$ cat src/rtl/interrupt_controller.sv
// Fixed-priority interrupt controller with memory-mapped enable/pending/vector registers.
// Optional macro INTC_LEVEL_TRIG_EN switches sources from edge capture to level-sensitive pending.
module interrupt_controller #(
   parameter int         N_SRC     = 4,
   parameter logic [7:0] BASE_ADDR = 8'hF0
) (
   input  logic             clock,
   input  logic             reset,
   input  logic [N_SRC-1:0] irq,
   input  logic [7:0]       addr,
   input  logic [7:0]       w_data,
   input  logic             mem_w_en,
   output logic [7:0]       r_data,
   input  logic             int_ret,
   output logic             int_req,
   output logic [7:0]       int_en,
   output logic [7:0]       int_vec,
   output logic [1:0]       state
);

   typedef enum logic [1:0] {
      IDLE    = 2'd0,
      REQ     = 2'd1,
      SERVICE = 2'd2
   } state_t;

   localparam logic [7:0] SRC_MASK  = 8'((9'd1 << N_SRC) - 9'd1);
   localparam logic [7:0] EN_MASK   = 8'((9'd1 << (N_SRC + 1)) - 9'd1);
   localparam logic [7:0] PEND_ADDR = BASE_ADDR + 8'd1;

   state_t     state_q, state_n;
   logic [7:0] en_q, pend_q, pend_n, irq_x, irq_q, rise_q;
   logic [7:0] eligible, win_oh, grant_vec;
   logic [7:0] vec_q [N_SRC];
   logic       grant, wr_en;

   assign irq_x    = 8'(irq);
   assign wr_en    = mem_w_en && (addr == BASE_ADDR);
   assign eligible = pend_q & (en_q >> 1) & SRC_MASK;
   assign grant    = (state_q == IDLE) && en_q[0] && (eligible != 8'd0);
   assign int_en   = en_q;
   assign state    = state_q;

   // Scan from the highest index down so the lowest eligible source ends up winning.
   always_comb begin
      win_oh    = '0;
      grant_vec = '0;
      for (int i = N_SRC - 1; i >= 0; i--) begin
         if (eligible[i]) begin
            win_oh    = '0;
            win_oh[i] = 1'b1;
            grant_vec = vec_q[i];
         end
      end
   end

`ifdef INTC_LEVEL_TRIG_EN
   // Pending mirrors the synchronised lines; the peripheral clears by dropping irq.
   always_comb begin
      pend_n = irq_q & SRC_MASK;
   end
`else
   // A new edge wins over both W1C and the grant clear of the same bit.
   always_comb begin
      pend_n = pend_q;
      if (mem_w_en && (addr == PEND_ADDR))
         pend_n = pend_n & ~w_data;
      if (grant)
         pend_n = pend_n & ~win_oh;
      pend_n = (pend_n | rise_q) & SRC_MASK;
   end
`endif

   always_comb begin
      state_n = state_q;
      case (state_q)
         IDLE:    if (grant) state_n = REQ;
         REQ:     state_n = SERVICE;
         SERVICE: if (int_ret) state_n = IDLE;
         default: state_n = IDLE;
      endcase
   end

   always_comb begin
      r_data = '0;
      if (addr == BASE_ADDR)
         r_data = en_q;
      else if (addr == PEND_ADDR)
         r_data = pend_q;
      for (int i = 0; i < N_SRC; i++) begin
         if (addr == BASE_ADDR + 8'(i + 2))
            r_data = vec_q[i];
      end
   end

   always_ff @(posedge clock) begin
      if (reset) begin
         state_q <= IDLE;
         en_q    <= '0;
         pend_q  <= '0;
         irq_q   <= '0;
         rise_q  <= '0;
         int_req <= 1'b0;
         int_vec <= '0;
         for (int i = 0; i < N_SRC; i++)
            vec_q[i] <= '0;
      end else begin
         state_q <= state_n;
         irq_q   <= irq_x;
         rise_q  <= irq_x & ~irq_q;
         pend_q  <= pend_n;
         int_req <= grant;
         if (wr_en)
            en_q <= w_data & EN_MASK;
         // grant_vec is taken from the current register, so a same-cycle vector write is not seen.
         if (grant)
            int_vec <= grant_vec;
         for (int i = 0; i < N_SRC; i++) begin
            if (mem_w_en && (addr == BASE_ADDR + 8'(i + 2)))
               vec_q[i] <= w_data;
         end
      end
   end

endmodule

$ cat config.mk
export PLATFORM = sky130hd
export DESIGN_NAME = interrupt_controller
export DESIGN_NICKNAME = d
export VERILOG_FILES = /design/src/rtl/interrupt_controller.sv
export SDC_FILE = /design/constraint.sdc
export NUM_CORES = 1
export LEC_CHECK = 0
export BUFFER_PORTS_ARGS = -buffer_cell sky130_fd_sc_hd__buf_4
export CAP_MARGIN = 20
export CORE_MARGIN = 3
export CORE_UTILIZATION = 50
export CTS_BUF_LIST = sky130_fd_sc_hd__clkbuf_16
export DETAILED_ROUTE_END_ITERATION = 8
export PLACE_DENSITY = 0.76
export SYNTH_ARGS = -nofsm -noshare
export SYNTH_HDL_FRONTEND = slang
export SYNTH_SLANG_ARGS = --single-unit
export TNS_END_PERCENT = 10
$ cat constraint.sdc
create_clock -name clock -period 1.7 [get_ports clock]
set_input_delay 0.34 -clock clock [delete_from_list [all_inputs] [get_ports clock]]
set_output_delay 0.34 -clock clock [all_outputs]
set_load 0.01 [all_outputs]
==> impl_results.md <==
- Initial antenna violation count: 0
- Mapped Cells: between 200 and 250
- Int Power: around 3 mW
- Worst setup margin: -0.184 ns
- NetSw: a little under 0.8 mW
- DR WL/cell: between 15 and 20 um
- Port bufs: 47
- Share of cells above drive strength 1: 33.4%
- Max_cap viols: 0
- Post-synth cell types: 37
- Number of diodes: 0
- DR vias/cell: 5.62
- Largest cells by area after synthesis: edfxtp_1, dfxtp_1, and2_1
- TritonCTS Buffers: 9
- Startpoint types: flop
- CTS Hold Bufs: 0
- Crit path kind: flop to primary output
- Post-layout nets: approximately 350
- Mapped Avg Cell Area: 11.2 um^2
- Post-synthesis sequential area ratio: a little over half
- Number of setup violations in the final report: 5
- Share of the synthesized area in the top cell type: between 30 and 40%
- Largest net degree at the start of global routing: 22
- GRT Overall Usage: 23.6%
- Longest Clk Path Bufs: 2
- Post-route ant nets: 0
- Reg-to-reg critical path endpoint: int_vec[0]
- Detailed Route Iter0 Violations: approximately 180
- Failing checks: setup timing
- Max Fclk: about 530 MHz
- Top-level I/O count: ~50
- Cell Pwr Density: around 1000 nW/um^2
- Area leader, netlist: edfxtp_1
- RePlAce Congestion: just over 0.9
- Clock transition at path regs: 0.05 ns
- Fill count: between 300 and 400
- Leak: about 1.5 nW
- Post-CTS Setup Inserts: 0
- Placed Area: 3380 um^2
- VDD IR max: about 1.1 mV
- Clock Tree Root: clkbuf_16
- Worst Hold Depth: 2
- Vias: 2224
- R2R depth: 4
- Design area: 3760 um^2
- Fin. Hold Viols: 0
- Combinational group share of total power: 6.3%
- Post-DP HPWL: 5350 um
- Clock Skews: just under 0.006 ns
- Slew Viols, Final: 0
- Relative slew margins: between 40 and 50%
- Synth Warn #: 0
- Worst EP required: 1.36 ns
- Post-Place Setup Slack: -0.166 ns
- Die height: around 81 um
- Worst r2r src: int_en[1]
- Initial core utilization: between 50% and 60%
- Worst setup EP type: primary output
- Outcome: finished, violations left
- Worst Path Arrival: ~1.5 ns
- GRT Residual Overflow: 0
- Sequential cell area: roughly 1500 um^2
- Total power draw: 3.73 mW
- Post-synth EDFFs: 32
- Worst min path class: input pin to flop
- Clock network fraction of total power: around 50%
- Vias in the first global route: between 2k and 2.5k
- Worst-path maximum fanout: 2
- # rows: 26
- Sw Share: between 20% and 30%
- Ys flop type: edfxtp_1
- R2r setup slk: about 0.08 ns
- Area occupied by multi-input gates: ~1200 um^2
- Min Tclk post-route: ~1.9 ns
- FFs w/ async S/R, synth: 0%
- Global-route wire length before repair: approximately 11000 um
- Fin util: approximately 72%
- Core Footprint: ~5200 um^2
- Area growth syn-to-layout: 34.7%
- Routed WL: ~7000 um
- Sink Count: 60
- Reg power frac: a little over two fifths
- # DRC: 0
- #FFs+latches synth: 60
- Setup TNS Final: -0.527 ns
- Most numerous cell in the Yosys netlist: and2_1
- Min-Delay Endpoint: pend_q[0]
- Min-delay src: w_data[0]
- Synth top cells by count: and2_1, edfxtp_1, dfxtp_1
- Worst Max-Slew Pin Slew: roughly 0.85 ns
- DRT Pass-1 Iters: 7
- CTS tree: done
- Tcrit/Tclk final: 111%
- Post-Syn Area: around 2800 um^2
- Skew-Pair Late Insertion Delay: 0.33 ns
- Die X: between 80 and 90 um
- Unrepaired setup endpoints after global routing: yes
- H-Tree Depth: 3
- Die ar.: approximately 6500 um^2
[layer usage]
metal  global-route usage, %  routed length [um]  vias to the layer above
li1                        -                   -                     1056
met1                    29.1                2780                     1067
met2                    38.9                3610                       85
met3                    6.21                 554                       16
met4                    10.8                 155                        0
met5                       0                   0                        -
[how the worst max path moves through the flow]
stage | slack, ns | cells past startpoint | startpoint | to
2_1_floorplan | 0.03 | 6 | addr[0] | r_data[5]
3_3_place_gp | -0.08 | 6 | addr[0] | vec_q[2][6]
3_5_place_dp | -0.17 | 6 | addr[0] | vec_q[2][5]
4_1_cts | -0.18 | 3 | vec_q[1][3] | r_data[3]
5_1_grt | -0.19 | 3 | vec_q[1][3] | r_data[3]
6_report | -0.18 | 3 | vec_q[1][3] | r_data[3]
[through the flow]
step	hold slack, ns	cells
floorplan	0.367	251
global placement	0.371	381
detailed placement	0.373	381
CTS	0.258	396
global route	0.268	396
finish	0.267	396
[cell usage in the layout (no fill, tap or decap), types with 3 or more instances in the layout]
cell type and n:
a221oi_2 3, nand2b_1 3, mux4_2 3, dfxtp_1 26
nor3_1 3, inv_1 8, a21oi_1 5, a311oi_1 10
a222oi_1 9, clkbuf_16 12, mux2i_1 15, and2_1 35
nor2_1 25, edfxtp_1 32, buf_4 72, nor2b_1 12
conb_1 3, o2bb2ai_2 3, nand2_1 16
[power groups by stage]
| stage | Clock, mW | Sequential (mW) | Combinational, mW |
|---|---|---|---|
| floorplan | 0 | 1.63 | 0.116 |
| global placement | 0 | 1.64 | 0.216 |
| detailed placement | 0 | 1.65 | 0.222 |
| CTS | 1.90 | 1.62 | 0.228 |
| global route | 1.97 | 1.63 | 0.256 |
| finish | 1.88 | 1.62 | 0.235 |
[area by class of cell]
type	count	share of cell area [%]
sequential	60	40.5
multi-input combinational	169	32.4
timing repair buffer	74	15.4
clock buffer	12	7.98
tap	70	2.33
inverter	7	0.699
clock inverter	4	0.632
[worst max-delay path, cell delays in order, from the launching register on]
cell       delay, ns
edfxtp_1        0.42
mux4_2          0.50
o2bb2ai_2       0.15
buf_4           0.15
[registers in the layout, indices dropped and copies added, names as in the netlist]
signal / cells
vec_q: 32
int_vec: 8
int_en: 5
irq_q: 4
pend_q: 4
rise_q: 4
state: 2
int_req: 1
[repair_timing]
action,CTS,global route
pin swaps,1,3
hold endpoints to repair,0,0
gates resized for setup,8,8
endpoints found under the setup margin,8,15
[cells by family (layout without fill, tap and decap cells)]
family                 after synthesis  after routing  share of synthesized area [%]
buffers and inverters               22             97                           4.48
DFF                                 60             60                           54.5
other                                1              3                          0.134
muxes                               19             19                           8.20
and+or+nand+nor                    105            105                           20.4
AOI/OAI and AO/OA                   42             42                           12.3
Note: power is estimated with default switching activity, not from simulation.
